`src/rtl/cpu_pkg.sv`:
```
`default_nettype none
// +--------------------------------------------------------------------------+
// | cpu_pkg                                                                  |
// | Shared opcodes, funct3/funct7 constants, ALU codes and decoded-control   |
// | record used by the ID stage.                                             |
// | Revision: 1.0                                                            |
// +--------------------------------------------------------------------------+
package cpu_pkg;

  localparam logic [6:0] OPC_LUI    = 7'b0110111;
  localparam logic [6:0] OPC_AUIPC  = 7'b0010111;
  localparam logic [6:0] OPC_JAL    = 7'b1101111;
  localparam logic [6:0] OPC_JALR   = 7'b1100111;
  localparam logic [6:0] OPC_BRANCH = 7'b1100011;
  localparam logic [6:0] OPC_LOAD   = 7'b0000011;
  localparam logic [6:0] OPC_STORE  = 7'b0100011;
  localparam logic [6:0] OPC_OPIMM  = 7'b0010011;
  localparam logic [6:0] OPC_OP     = 7'b0110011;

  localparam logic [6:0] F7_BASE   = 7'b0000000;
  localparam logic [6:0] F7_ALT    = 7'b0100000;
  localparam logic [6:0] F7_MULDIV = 7'b0000001;

  localparam logic [2:0] F3_ADD  = 3'b000;
  localparam logic [2:0] F3_SLL  = 3'b001;
  localparam logic [2:0] F3_SLT  = 3'b010;
  localparam logic [2:0] F3_SLTU = 3'b011;
  localparam logic [2:0] F3_XOR  = 3'b100;
  localparam logic [2:0] F3_SR   = 3'b101;
  localparam logic [2:0] F3_OR   = 3'b110;
  localparam logic [2:0] F3_AND  = 3'b111;

  localparam logic [2:0] F3_BLT  = 3'b100;
  localparam logic [2:0] F3_BGE  = 3'b101;
  localparam logic [2:0] F3_BLTU = 3'b110;
  localparam logic [2:0] F3_BGEU = 3'b111;

  typedef enum logic [4:0] {
    ALU_ADD    = 5'd0,  ALU_SUB   = 5'd1,  ALU_LUI  = 5'd2,  ALU_AND  = 5'd3,
    ALU_XOR    = 5'd4,  ALU_OR    = 5'd5,  ALU_SLL  = 5'd6,  ALU_SRL  = 5'd7,
    ALU_SRA    = 5'd8,  ALU_SLT   = 5'd9,  ALU_SLTU = 5'd10, ALU_MUL  = 5'd11,
    ALU_MULH   = 5'd12, ALU_MULHSU = 5'd13, ALU_MULHU = 5'd14, ALU_DIV = 5'd15,
    ALU_DIVU   = 5'd16, ALU_REM   = 5'd17, ALU_REMU = 5'd18
  } alu_op_e;

  // Width-independent decoded control fields (the immediate travels separately)
  typedef struct packed {
    logic [4:0] rs1;
    logic [4:0] rs2;
    logic [4:0] rd;
    logic [4:0] alucode;
    logic       alusrca;
    logic [1:0] alusrcb;
    logic [2:0] funct3;
    logic       regwrite;
    logic       memread;
    logic       memwrite;
    logic       memtoreg;
    logic       jump;
    logic       jalr;
    logic       branch;
    logic       illegal;
  } ctrl_t;

endpackage
`default_nettype wire

```
`src/rtl/decode_core.sv`:
```
`default_nettype none
// +--------------------------------------------------------------------------+
// | decode_core                                                              |
// | Purely combinational RV32I/RV64I (+ optional M) instruction decoder.    |
// | Revision: 1.0                                                            |
// +--------------------------------------------------------------------------+
module decode_core
  import cpu_pkg::*;
#(
  parameter int XLEN  = 32,
  parameter int M_EXT = 0
) (
  input  logic [31:0]     instr_i,
  output logic [XLEN-1:0] imm_o,
  output ctrl_t           ctrl_o,
  output logic            uses_rs1_o,
  output logic            uses_rs2_o
);

  // Shift amount is one bit wider on RV64; the bits above it act as funct6/7
  localparam int SHW = (XLEN == 64) ? 6 : 5;

  logic [6:0]      w_opc;
  logic [2:0]      w_f3;
  logic [6:0]      w_f7;
  logic [11-SHW:0] w_shf_hi;
  logic            w_shf_base;
  logic            w_shf_alt;
  logic [XLEN-1:0] w_imm_i, w_imm_s, w_imm_b, w_imm_u, w_imm_j, w_imm_sh;

  assign w_opc      = instr_i[6:0];
  assign w_f3       = instr_i[14:12];
  assign w_f7       = instr_i[31:25];
  assign w_shf_hi   = instr_i[31:20+SHW];
  assign w_shf_base = (w_shf_hi == '0);
  assign w_shf_alt  = (w_shf_hi == {2'b01, {(10-SHW){1'b0}}});

  assign w_imm_i  = {{(XLEN-12){instr_i[31]}}, instr_i[31:20]};
  assign w_imm_s  = {{(XLEN-12){instr_i[31]}}, instr_i[31:25], instr_i[11:7]};
  assign w_imm_b  = {{(XLEN-12){instr_i[31]}}, instr_i[7], instr_i[30:25], instr_i[11:8], 1'b0};
  assign w_imm_u  = {{(XLEN-31){instr_i[31]}}, instr_i[30:12], 12'b0};
  assign w_imm_j  = {{(XLEN-20){instr_i[31]}}, instr_i[19:12], instr_i[20], instr_i[30:21], 1'b0};
  assign w_imm_sh = {{(XLEN-SHW){1'b0}}, instr_i[20 +: SHW]};

  // Decode every field from scratch each cycle; illegal encodings squash side effects
  always_comb begin
    imm_o           = '0;
    ctrl_o          = '0;
    ctrl_o.rs1      = instr_i[19:15];
    ctrl_o.rs2      = instr_i[24:20];
    ctrl_o.rd       = instr_i[11:7];
    ctrl_o.funct3   = w_f3;
    ctrl_o.alucode  = ALU_ADD;
    ctrl_o.alusrcb  = 2'd1;
    uses_rs1_o      = 1'b0;
    uses_rs2_o      = 1'b0;
    case (w_opc)
      OPC_LUI: begin
        imm_o = w_imm_u; ctrl_o.alucode = ALU_LUI; ctrl_o.regwrite = 1'b1;
      end
      OPC_AUIPC: begin
        imm_o = w_imm_u; ctrl_o.alusrca = 1'b1; ctrl_o.regwrite = 1'b1;
      end
      OPC_JAL: begin
        imm_o = w_imm_j; ctrl_o.alusrca = 1'b1; ctrl_o.alusrcb = 2'd2;
        ctrl_o.regwrite = 1'b1; ctrl_o.jump = 1'b1;
      end
      OPC_JALR: begin
        imm_o = w_imm_i; ctrl_o.alusrca = 1'b1; ctrl_o.alusrcb = 2'd2;
        ctrl_o.regwrite = 1'b1; ctrl_o.jump = 1'b1; ctrl_o.jalr = 1'b1;
        uses_rs1_o = 1'b1;
      end
      OPC_BRANCH: begin
        imm_o = w_imm_b; ctrl_o.alusrcb = 2'd0; ctrl_o.branch = 1'b1;
        uses_rs1_o = 1'b1; uses_rs2_o = 1'b1;
        case (w_f3)
          F3_BLT, F3_BGE:   ctrl_o.alucode = ALU_SLT;
          F3_BLTU, F3_BGEU: ctrl_o.alucode = ALU_SLTU;
          default:          ctrl_o.alucode = ALU_SUB;
        endcase
      end
      OPC_LOAD: begin
        imm_o = w_imm_i; ctrl_o.regwrite = 1'b1; ctrl_o.memread = 1'b1;
        ctrl_o.memtoreg = 1'b1; uses_rs1_o = 1'b1;
      end
      OPC_STORE: begin
        imm_o = w_imm_s; ctrl_o.memwrite = 1'b1;
        uses_rs1_o = 1'b1; uses_rs2_o = 1'b1;
      end
      OPC_OPIMM: begin
        imm_o = w_imm_i; ctrl_o.regwrite = 1'b1; uses_rs1_o = 1'b1;
        case (w_f3)
          F3_SLT:  ctrl_o.alucode = ALU_SLT;
          F3_SLTU: ctrl_o.alucode = ALU_SLTU;
          F3_XOR:  ctrl_o.alucode = ALU_XOR;
          F3_OR:   ctrl_o.alucode = ALU_OR;
          F3_AND:  ctrl_o.alucode = ALU_AND;
          F3_SLL: begin
            imm_o = w_imm_sh; ctrl_o.alucode = ALU_SLL;
            ctrl_o.illegal = !w_shf_base;
          end
          F3_SR: begin
            imm_o = w_imm_sh;
            if (w_shf_base)     ctrl_o.alucode = ALU_SRL;
            else if (w_shf_alt) ctrl_o.alucode = ALU_SRA;
            else                ctrl_o.illegal = 1'b1;
          end
          default: ctrl_o.alucode = ALU_ADD;
        endcase
      end
      OPC_OP: begin
        ctrl_o.alusrcb = 2'd0; ctrl_o.regwrite = 1'b1;
        uses_rs1_o = 1'b1; uses_rs2_o = 1'b1;
        if (w_f7 == F7_BASE) begin
          case (w_f3)
            F3_SLL:  ctrl_o.alucode = ALU_SLL;
            F3_SLT:  ctrl_o.alucode = ALU_SLT;
            F3_SLTU: ctrl_o.alucode = ALU_SLTU;
            F3_XOR:  ctrl_o.alucode = ALU_XOR;
            F3_SR:   ctrl_o.alucode = ALU_SRL;
            F3_OR:   ctrl_o.alucode = ALU_OR;
            F3_AND:  ctrl_o.alucode = ALU_AND;
            default: ctrl_o.alucode = ALU_ADD;
          endcase
        end else if (w_f7 == F7_ALT && w_f3 == F3_ADD) begin
          ctrl_o.alucode = ALU_SUB;
        end else if (w_f7 == F7_ALT && w_f3 == F3_SR) begin
          ctrl_o.alucode = ALU_SRA;
        end else if (w_f7 == F7_MULDIV && M_EXT != 0) begin
          case (w_f3)
            3'd0:    ctrl_o.alucode = ALU_MUL;
            3'd1:    ctrl_o.alucode = ALU_MULH;
            3'd2:    ctrl_o.alucode = ALU_MULHSU;
            3'd3:    ctrl_o.alucode = ALU_MULHU;
            3'd4:    ctrl_o.alucode = ALU_DIV;
            3'd5:    ctrl_o.alucode = ALU_DIVU;
            3'd6:    ctrl_o.alucode = ALU_REM;
            default: ctrl_o.alucode = ALU_REMU;
          endcase
        end else begin
          ctrl_o.illegal = 1'b1;
        end
      end
      default: ctrl_o.illegal = 1'b1;
    endcase
    if (ctrl_o.illegal) begin
      ctrl_o.alucode  = ALU_ADD;
      ctrl_o.regwrite = 1'b0;
      ctrl_o.memread  = 1'b0;
      ctrl_o.memwrite = 1'b0;
      ctrl_o.memtoreg = 1'b0;
      ctrl_o.jump     = 1'b0;
      ctrl_o.jalr     = 1'b0;
      ctrl_o.branch   = 1'b0;
      uses_rs1_o      = 1'b0;
      uses_rs2_o      = 1'b0;
    end
  end

endmodule
`default_nettype wire

```
`src/rtl/id_stage_pipe.sv`:
```
`default_nettype none
// +--------------------------------------------------------------------------+
// | id_stage_pipe                                                            |
// | ID stage: decode, ID/EX register, valid/ready handshake, load-use       |
// | hazard bubble insertion, flush and bubble performance counter.          |
// | Revision: 1.0                                                            |
// +--------------------------------------------------------------------------+
module id_stage_pipe
  import cpu_pkg::*;
#(
  parameter int XLEN  = 32,
  parameter int M_EXT = 0
) (
  input  logic            clk,
  input  logic            reset,
  input  logic            in_valid,
  output logic            in_ready,
  input  logic [31:0]     in_instr,
  input  logic [XLEN-1:0] in_pc,
  input  logic            flush,
  output logic            out_valid,
  input  logic            out_ready,
  output logic [XLEN-1:0] out_pc,
  output logic [XLEN-1:0] out_imm,
  output logic [4:0]      out_rs1,
  output logic [4:0]      out_rs2,
  output logic [4:0]      out_rd,
  output logic [4:0]      out_alucode,
  output logic            out_alusrca,
  output logic [1:0]      out_alusrcb,
  output logic [2:0]      out_funct3,
  output logic            out_regwrite,
  output logic            out_memread,
  output logic            out_memwrite,
  output logic            out_memtoreg,
  output logic            out_jump,
  output logic            out_jalr,
  output logic            out_branch,
  output logic            out_illegal,
  output logic [31:0]     perf_stalls
);

  ctrl_t           w_dec_ctrl;
  logic [XLEN-1:0] w_dec_imm;
  logic            w_uses_rs1, w_uses_rs2;
  logic            w_hazard, w_load, w_bubble;

  ctrl_t           ctrl_q, ctrl_d;
  logic [XLEN-1:0] imm_q, imm_d, pc_q, pc_d;
  logic            out_valid_q, out_valid_d;
  logic [31:0]     perf_stalls_q, perf_stalls_d;

  decode_core #(.XLEN(XLEN), .M_EXT(M_EXT)) u_decode (
    .instr_i    (in_instr),
    .imm_o      (w_dec_imm),
    .ctrl_o     (w_dec_ctrl),
    .uses_rs1_o (w_uses_rs1),
    .uses_rs2_o (w_uses_rs2)
  );

  // Load in EX slot whose destination feeds the incoming instruction
  assign w_hazard = out_valid_q && ctrl_q.memread && (ctrl_q.rd != 5'd0) && in_valid &&
                    (((ctrl_q.rd == w_dec_ctrl.rs1) && w_uses_rs1) ||
                     ((ctrl_q.rd == w_dec_ctrl.rs2) && w_uses_rs2));
  assign in_ready = !reset && (!out_valid_q || out_ready) && !w_hazard && !flush;
  assign w_load   = in_valid && in_ready;
  assign w_bubble = w_hazard && out_ready && !flush;

  // Next-state for the ID/EX register and the bubble counter
  always_comb begin
    out_valid_d   = out_valid_q;
    ctrl_d        = ctrl_q;
    imm_d         = imm_q;
    pc_d          = pc_q;
    perf_stalls_d = perf_stalls_q;
    if (flush) begin
      out_valid_d = 1'b0;
    end else if (w_load) begin
      out_valid_d = 1'b1;
      ctrl_d      = w_dec_ctrl;
      imm_d       = w_dec_imm;
      pc_d        = in_pc;
    end else if (out_ready) begin
      out_valid_d = 1'b0;
    end
    if (w_bubble && (perf_stalls_q != 32'hFFFF_FFFF)) begin
      perf_stalls_d = perf_stalls_q + 32'd1;
    end
  end

  // State registers with synchronous reset
  always_ff @(posedge clk) begin
    if (reset) begin
      out_valid_q   <= 1'b0;
      ctrl_q        <= '0;
      imm_q         <= '0;
      pc_q          <= '0;
      perf_stalls_q <= '0;
    end else begin
      out_valid_q   <= out_valid_d;
      ctrl_q        <= ctrl_d;
      imm_q         <= imm_d;
      pc_q          <= pc_d;
      perf_stalls_q <= perf_stalls_d;
    end
  end

  assign out_valid    = out_valid_q;
  assign out_pc       = pc_q;
  assign out_imm      = imm_q;
  assign out_rs1      = ctrl_q.rs1;
  assign out_rs2      = ctrl_q.rs2;
  assign out_rd       = ctrl_q.rd;
  assign out_alucode  = ctrl_q.alucode;
  assign out_alusrca  = ctrl_q.alusrca;
  assign out_alusrcb  = ctrl_q.alusrcb;
  assign out_funct3   = ctrl_q.funct3;
  assign out_regwrite = ctrl_q.regwrite;
  assign out_memread  = ctrl_q.memread;
  assign out_memwrite = ctrl_q.memwrite;
  assign out_memtoreg = ctrl_q.memtoreg;
  assign out_jump     = ctrl_q.jump;
  assign out_jalr     = ctrl_q.jalr;
  assign out_branch   = ctrl_q.branch;
  assign out_illegal  = ctrl_q.illegal;
  assign perf_stalls  = perf_stalls_q;

endmodule
`default_nettype wire

```
`config.mk`:
```
export PLATFORM = sky130hd
export DESIGN_NAME = id_stage_pipe
export DESIGN_NICKNAME = d
export VERILOG_FILES = /design/src/rtl/cpu_pkg.sv /design/src/rtl/decode_core.sv /design/src/rtl/id_stage_pipe.sv
export SDC_FILE = /design/constraint.sdc
export NUM_CORES = 1
export LEC_CHECK = 0
export CORE_ASPECT_RATIO = 0.9
export CORE_MARGIN = 5
export CORE_UTILIZATION = 38
export CTS_CLUSTER_SIZE = 10
export DETAILED_ROUTE_END_ITERATION = 16
export PLACE_DENSITY = 0.69
export SYNTH_ARGS = -nofsm -noshare
export SYNTH_HDL_FRONTEND = slang
export SYNTH_SLANG_ARGS = --single-unit
```
`constraint.sdc`:
```
create_clock -name clk -period 7.05 [get_ports clk]
set_input_delay 1.41 -clock clk [delete_from_list [all_inputs] [get_ports clk]]
set_output_delay 1.41 -clock clk [all_outputs]
set_load 0.01 [all_outputs]
```
# Word level (Yosys, flattened, before mapping)

Cells that the tools add are included.

Register bits: 131
Bits of input ports: 69
Output and inout bits: 132

$add $sub $neg: 1
Equality and inequality tests: 20
Mux-type cells: 34
Bitwise operators: 1
Reductions and logical operators: 40

Operators by type and width:

| operator                                             | number |
|---|---|
| one-hot mux 32 bit (6 select lines)                  | 1 |
| one-hot mux 5 bit (7 select lines)                   | 1 |
| adder 32 x 1 -> 32 bit (second input constant)       | 1 |
| 2-to-1 mux 32 bit                                    | 1 |
| != test 32 bit (second input constant)               | 1 |
| equality test 7 x 6 -> 1 bit (second input constant) | 4 |
| one-hot mux 4 bit (7 select lines)                   | 1 |
| equality test 7 bit (second input constant)          | 3 |
| 2-to-1 mux 5 bit                                     | 4 |
| one-hot mux 5 bit (4 select lines)                   | 1 |
| 2-to-1 mux 1 bit                                     | 18 |
| OR reduction 2 bit                                   | 8 |
| logical AND 1 bit                                    | 15 |
| equality test 7 x 5 -> 1 bit (second input constant) | 2 |
| OR reduction 7 bit                                   | 2 |
| equality test 3 bit (second input constant)          | 4 |
| equality test 5 bit                                  | 2 |
| 2-to-1 mux 4 bit                                     | 2 |
| one-hot mux 4 bit (2 select lines)                   | 1 |
| equality test 7 x 2 -> 1 bit (second input constant) | 1 |
| logical NOT 7 bit                                    | 1 |
| 2-to-1 mux 7 bit                                     | 1 |
| equality test 3 x 2 -> 1 bit (second input constant) | 2 |
| OR reduction 3 bit                                   | 2 |
| other kinds (12)                                     | 17 |

# Longest topological paths before layout

Gate-level depths: netlist of the first run.

Depth after elaboration: 15
Gate-level depth with buffers: 11
Gate-level depth less buffers: 8

# Hierarchy

From an unflattened synthesis of the first run, not the netlist that was laid out.

Cell total of the unflattened synthesis: 707
Area, all modules: 6376.1 µm²

Modules (own cells, without submodules):

| module        | instances | cells each | area an instance (µm²) |
|---|---|---|---|
| id_stage_pipe | 1         | 549        | 5343.9 |
| decode_core   | 1         | 158        | 1032.2 |

# Worst setup path before layout of the first run

No wires, ideal clock.

Kind: input -> output
From: input port in_instr[5]
To: output port in_ready
Data arrival time: 2.998 ns
Data required time: 5.640 ns
Path slack: 2.642 ns
Stages: 8
Buffers on the path: 2
Cells stage by stage: buf_2 > and3b_1 > o211ai_1 > nor4b_2 > nor2_1 > or3_4 > clkbuf_1 > and2_1

Word-level cells in the longest chain between the ends: 10

Ends and longest elaborated chain:

| element                                                                       | RTL line                                 | source |
|---|---|---|
| start: declaration                                                            | id_stage_pipe.sv:18                      | `input logic [31:0] in_instr,` |
| equality test 7 bit, or another cell as far along                             | decode_core.sv:57                        | `case (w_opc)` |
| OR reduction 7 bit (no line), or another cell as far along                    | -                                        |  |
| one-hot mux 1 bit (3 select lines) / 2-to-1 mux 1 bit (equally long branches) | decode_core.sv:57                        |  |
| 2-to-1 mux 1 bit                                                              | decode_core.sv:146                       | `if (ctrl_o.illegal) begin` |
| logical AND 1 bit, on equally long branches                                   | id_stage_pipe.sv:63, id_stage_pipe.sv:64 |  |
| logical OR 1 bit *                                                            | id_stage_pipe.sv:63                      | `(((ctrl_q.rd == w_dec_ctrl.rs1) && w_uses_rs1) \|\|` |
| logical AND 1 bit *                                                           | id_stage_pipe.sv:62                      | `assign w_hazard = out_valid_q && ctrl_q.memread && (ctrl_q.rd != 5'd0) && in_valid &&` |
| logical NOT 1 bit *                                                           | id_stage_pipe.sv:65                      | `assign in_ready = !reset && (!out_valid_q \|\| out_ready) && !w_hazard && !flush;` |
| logical AND 1 bit * (2 in series)                                             | id_stage_pipe.sv:65                      |  |
| end: declaration                                                              | id_stage_pipe.sv:17                      | `output logic in_ready,` |

Mark *: on every way between the ends. The rest lies on a longest branch, timed or not.

# Final worst setup path of the first run

Same ends and word-level chain as after synthesis.

==> results.cfg, run 1 <==
[outcome]
status = complete, no violations

[floorplanning]
dieWidth_um = 141
initial_core_util_pct = 38.5
dieHeight_um = 128
ioPinCount = 201
core_area_um2 = 15300
num_rows = 43
die-area_um2 = 18200

[sta]
drv_slew = 0
fin_tns_setup_ns = 0
rsz0062_at_grt = no
relSlewSlack_pct = 32.3
holdWs_ns = 0.448
fin_crit_sh_pct = 83.4
setup_viol = 0
fmax_mhz = 170
worstMarginPinSlew_ns = 1.01
fin_crit_ns = 5.88
report.final.hold_viol_count = 0
fin_skew_ns = 0.00609

[job]
cap_violations = 0

[cts]
clockBufferDepth = 2
postCtsSetupRepairBufs = 0
cts-root-buf = clkbuf_16
cts_hold_buf = 0
cts_tree = yes
cts_buffers = 17
cts_sinks = 129
clkSlewWorstSetupHoldPaths_ns = 0.05
insertion_delay_ns = 0.40
ctsResizeCount = 0
h-tree-depth = 4

[critical_path]
cp_max_fo = 58
crit_arrival_ns = 4.47
cp_num_buf_inv = 2
slowest_stage = clkdlybuf4s50_1
max_stage_delay_ns = 0.85
critPathKind = input port to primary output
r2r_setup_slack_ns = 4.19
path_cells = clkdlybuf4s50_1, nand4b_1, a21oi_1, o31ai_1, or2_1, or3_4, and2_1, clkdlybuf4s50_1
cpMostUsedCell = clkdlybuf4s50_1
worstPathRequired_ns = 5.64
end_kind = primary output
cp-start-kind = input port
cpLargestDelayFamily = simple AND/OR/NAND/NOR gates

[cells_and_area]
diodes = 0
fin_nets = 975
drive_gt1_share_pct = 6.67
fill_cells = 1442
instances_no_fill = 1116
synthToLayoutAreaGrowth_pct = 44.6

[power_and_ir_drop]
ir_drop_mv = 0.169
leakage_nw = 2.84
power_mw = 1.79
powerDensity_nw_per_um2 = 209

[synthesis]
yosysWarnings = 0
synth_cells = 740
synth-main-ff-cell = dfxtp_1
avgSynthCellArea_um2 = 7.99
synth.most_common_cell = nand2_1
synthesis.area_um2 = 5910
synth_common_cells = 132 x nand2_1, 129 x dfxtp_1, 87 x a21oi_1, 53 x nor2_1, 47 x clkbuf_1
yosys.area.top_type = dfxtp_1
synth_cell_type_count = 60
synth_seq_cells = 129
synth_edf_count = 0
syn_nets = 810
ys_top_cells_by_area = dfxtp_1 44%, nand2_1 8.4%, a21oi_1 7.4%, nor2_1 3.4%, a211oi_1 3.0%
yosysSeqAreaShare_pct = 43.7
async_flop_share_pct = 0
post-synth-top-area-fraction_pct = 43.7

[grt]
grt_pass1_wl_um = 29100
grt_overflow = 0
antenna_found_initial = 0
grt_max_degree = 79
grt.total_usage_pct = 19.7
grt_pass1_vias = 5515

[route]
num_vias = 5873
first_pass_iters = 5
detail_route.iter0.violations = 462
routed_via_density = 5.26
postRouteAntennaNets = 0
wl_per_cell_um = 16.4
wirelength_um = 18300
drc = 0

[placed_design]
post-dp-hpwl_um = 12500
dpl.cell_count = 1088
io_buffers = 199
gp_congestion = 0.907

[hold_path]
min_path_type = register to register
per-layer routing:
layer / GRT usage (%) / share of wire [%] / vias up
li1: - / - / 2973
met1: 25.5 / 44 / 2687
met2: 31.1 / 45 / 201
met3: 8.39 / 9.9 / 12
met4: 4.29 / 0.59 / 0
met5: 0 / 0 / -
power by group:
group          switching, mW  internal [mW]  total (mW)
Combinational         0.0929         0.0900       0.183
Clock                  0.299          0.548       0.847
Sequential            0.0103          0.748       0.758
Total                  0.403           1.39        1.79
cells by family (layout without fill, tap and decap cells):
family / count (synthesis) / in the layout / share of synthesized area [%]
adder cells (fa/ha/maj): 1 / 1 / 0.212
XOR/XNOR: 10 / 10 / 1.48
buffers and inverters: 66 / 240 / 4.70
multiplexers: 7 / 7 / 1.33
AO/OA/AOI/OAI: 185 / 185 / 19.9
flip-flops: 129 / 129 / 43.7
other: 1 / 1 / 0.0634
AND/OR/NAND/NOR: 341 / 341 / 28.6
state kept, by name, summed over array words and instances (netlist names), 2 cells and up:
register and flops:
out_funct3 3, out_rs1 5, out_rs2 5, out_rd 5
out_pc 32, perf_stalls 32, out_imm 32, out_alucode 4
out_alusrcb 2
cell type report:
cell class / count / area, um2 / area share, %
clock buffer: 22 / 484 / 5.67
clock inverter: 6 / 82.6 / 0.966
inverter: 7 / 26.3 / 0.308
multi-input combinational: 545 / 3070 / 35.9
sequential: 129 / 2580 / 30.2
tap: 202 / 253 / 2.96
timing repair buffer: 205 / 2050 / 24.0
per-stage QoR:
step	utilization (%)	setup WS [ns]	area [um2]
2_1_floorplan	-	2.64	5910
4_1_cts	55.7	1.19	8540
3_5_place_dp	52.0	1.22	7980
6_report	55.7	1.17	8540
3_3_place_gp	52.0	1.21	7980
5_1_grt	55.7	0.947	8540
worst reg2reg max path, cell delays in order (launching register included):
cell       delay, ns
dfxtp_1         0.38
or4_1           0.55
o2111ai_1       0.24
o21bai_1        0.23
o21a_4          0.75
buf_4           0.42
nand2_1         0.10
a21oi_1         0.13
placed cells by master (no fill, tap or decap), types with 15 or more instances in the layout:
master / Yosys / final
nand4_1: 16 / 16
nor3_1: 34 / 34
a211oi_1: 24 / 24
o31ai_1: 15 / 15
nor2b_1: 15 / 15
dfxtp_1: 129 / 129
o21ai_0: 21 / 19
nor2_1: 53 / 53
clkbuf_16: 0 / 17
a21oi_1: 87 / 87
nand3_1: 16 / 16
nand2_1: 132 / 132
clkdlybuf4s50_1: 0 / 198
path summary, 6_finish.rpt:
path | cells past startpoint | endpoint | startpoint
setup / recovery | 8 | in_ready | in_instr[5]
hold reg to reg | 2 | out_jalr | out_jalr
hold / removal | 2 | out_jalr | out_jalr
setup reg to reg | 7 | out_pc[4] | out_rd[0]
No activity file was read; power rests on OpenSTA's default activity.
==> run 2, diff against run 1 <==
Clock period 7.05 ns to 6.05 ns, I/O delays scaled along.
==> results.cfg, run 2 (synthesis gave the netlist of run 1 again) <==
[outcome]
status = complete, no violations

[critical_path]
max_stage_delay_ns = 0.82
cp.depth = 8
reg2reg_from = out_rd[0]
crit_arrival_ns = 3.97
cp_num_buf_inv = 2
crit_end = in_ready
r2r_cells = 8
r2r_setup_slack_ns = 3.32
cpLargestDelayFamily = buffers and inverters
cp-start-kind = input port
path_cells = clkdlybuf4s50_1, nand4b_1, a21oi_1, o31ai_1, or2_1, or3_4, and2_1, clkdlybuf4s50_1
end_kind = primary output
r2r-end = perf_stalls[8]
cp_max_fo = 15
crit_start = in_instr[6]
slowest_stage = clkdlybuf4s50_1
cpMostUsedCell = clkdlybuf4s50_1
critPathKind = input port to primary output
worstPathRequired_ns = 4.84

[sta]
fin_skew_ns = 0.00951
fmax_mhz = 193
setup_viol = 0
report.final.hold_viol_count = 0
fin_crit_ns = 5.18
relSlewSlack_pct = 37.8
fin_tns_setup_ns = 0
drv_slew = 0
worstMarginPinSlew_ns = 0.926
rsz0062_at_grt = no
fin_crit_sh_pct = 85.7

[job]
cap_violations = 0

[cts]
clockBufferDepth = 2
insertion_delay_ns = 0.41
cts_tree = yes
cts_buffers = 17
postCtsSetupRepairBufs = 0
clkSlewWorstSetupHoldPaths_ns = 0.05
cts_sinks = 129
cts_hold_buf = 0
ctsResizeCount = 0
cts-root-buf = clkbuf_16
h-tree-depth = 4

[floorplanning]
ioPinCount = 201
die-area_um2 = 18200
initial_core_util_pct = 38.5
dieWidth_um = 141
dieHeight_um = 128
core_area_um2 = 15300
num_rows = 43

[grt]
grt_pass1_wl_um = 29400
grt_max_degree = 76
grt_pass1_vias = 5586
grt_overflow = 0
antenna_found_initial = 0
grt.total_usage_pct = 19.9

[route]
detail_route.iter0.violations = 334
first_pass_iters = 5
postRouteAntennaNets = 0
wirelength_um = 18400
routed_via_density = 5.29
wl_per_cell_um = 16.4
drc = 0
num_vias = 5920

[power_and_ir_drop]
ir_drop_mv = 0.187
leakage_nw = 2.85
powerDensity_nw_per_um2 = 244

[placed_design]
post-dp-hpwl_um = 12700
io_buffers = 199
gp_congestion = 0.890

[cells_and_area]
fin_nets = 979
drive_gt1_share_pct = 7.08
synthToLayoutAreaGrowth_pct = 44.9
final_common_cell = clkdlybuf4s50_1
final_util_pct = 55.8
final_cell_mix = 198 x clkdlybuf4s50_1, 132 x nand2_1, 129 x dfxtp_1
diodes = 0

[hold_path]
min_path_type = register to register
[run 2: cell count changes in the layout (fill, tap and decap cells not counted)]
cell | previous run | this run
buf_4 | 6 | 11
buf_12 | 1 | 0
[run 2: final cells by class]
type / instances / area (um2)
inverter: 7 / 26.3
sequential: 129 / 2580
fill: 1462 / 6770
tap: 202 / 253
multi-input combinational: 545 / 3070
clock inverter: 6 / 82.6
timing repair buffer: 209 / 2060
clock buffer: 22 / 484
[run 2: how the worst min path moves through the flow]
stage | startpoint | to | slack (ns) | cells after the start
floorplan | out_jalr | out_jalr | 0.48 | 2
global placement | out_pc[2] | out_pc[2] | 0.44 | 2
detailed placement | out_regwrite | out_regwrite | 0.45 | 2
CTS | out_regwrite | out_regwrite | 0.45 | 2
global route | out_memwrite | out_memwrite | 0.47 | 2
finish | out_pc[2] | out_pc[2] | 0.45 | 2
[run 2: routing by layer]
| layer | vias to the layer above | track usage [%] | part of all wire, % | wire (um) |
|---|---|---|---|---|
| li1 | 2978 | - | - | - |
| met1 | 2705 | 25.4 | 44 | 8120 |
| met5 | - | 0 | 0 | 0 |
| met2 | 217 | 31.3 | 45 | 8230 |
| met4 | 0 | 4.91 | 1.3 | 240 |
| met3 | 20 | 8.58 | 9.9 | 1820 |
[run 2: power breakdown]
part | leakage [nW] | internal (mW) | switching [mW] | total (mW)
clock network | 0.280 | 0.638 | 0.351 | 0.989
registers | 1.05 | 0.872 | 0.0119 | 0.883
logic | 1.53 | 0.105 | 0.108 | 0.213
total | 2.85 | 1.61 | 0.471 | 2.09
[run 2: worst min-delay path: stages, from the launching register on]
cell and delay (ns):
dfxtp_1 0.30, nand2_1 0.05, a21oi_1 0.05
[run 2: metrics by stage]
step / instances / instance area, um2 / hold slack, ns / setup slack (ns) / total power [mW]
after floorplan: 740 / 5910 / 0.476 / 2.04 / 0.994
after global placement: 1092 / 8000 / 0.441 / 0.945 / 1.11
after detailed placement: 1092 / 8000 / 0.446 / 0.899 / 1.11
after CTS: 1120 / 8560 / 0.451 / 0.887 / 2.11
after global routing: 1120 / 8560 / 0.470 / 0.666 / 2.17
final: 1120 / 8560 / 0.449 / 0.868 / 2.09
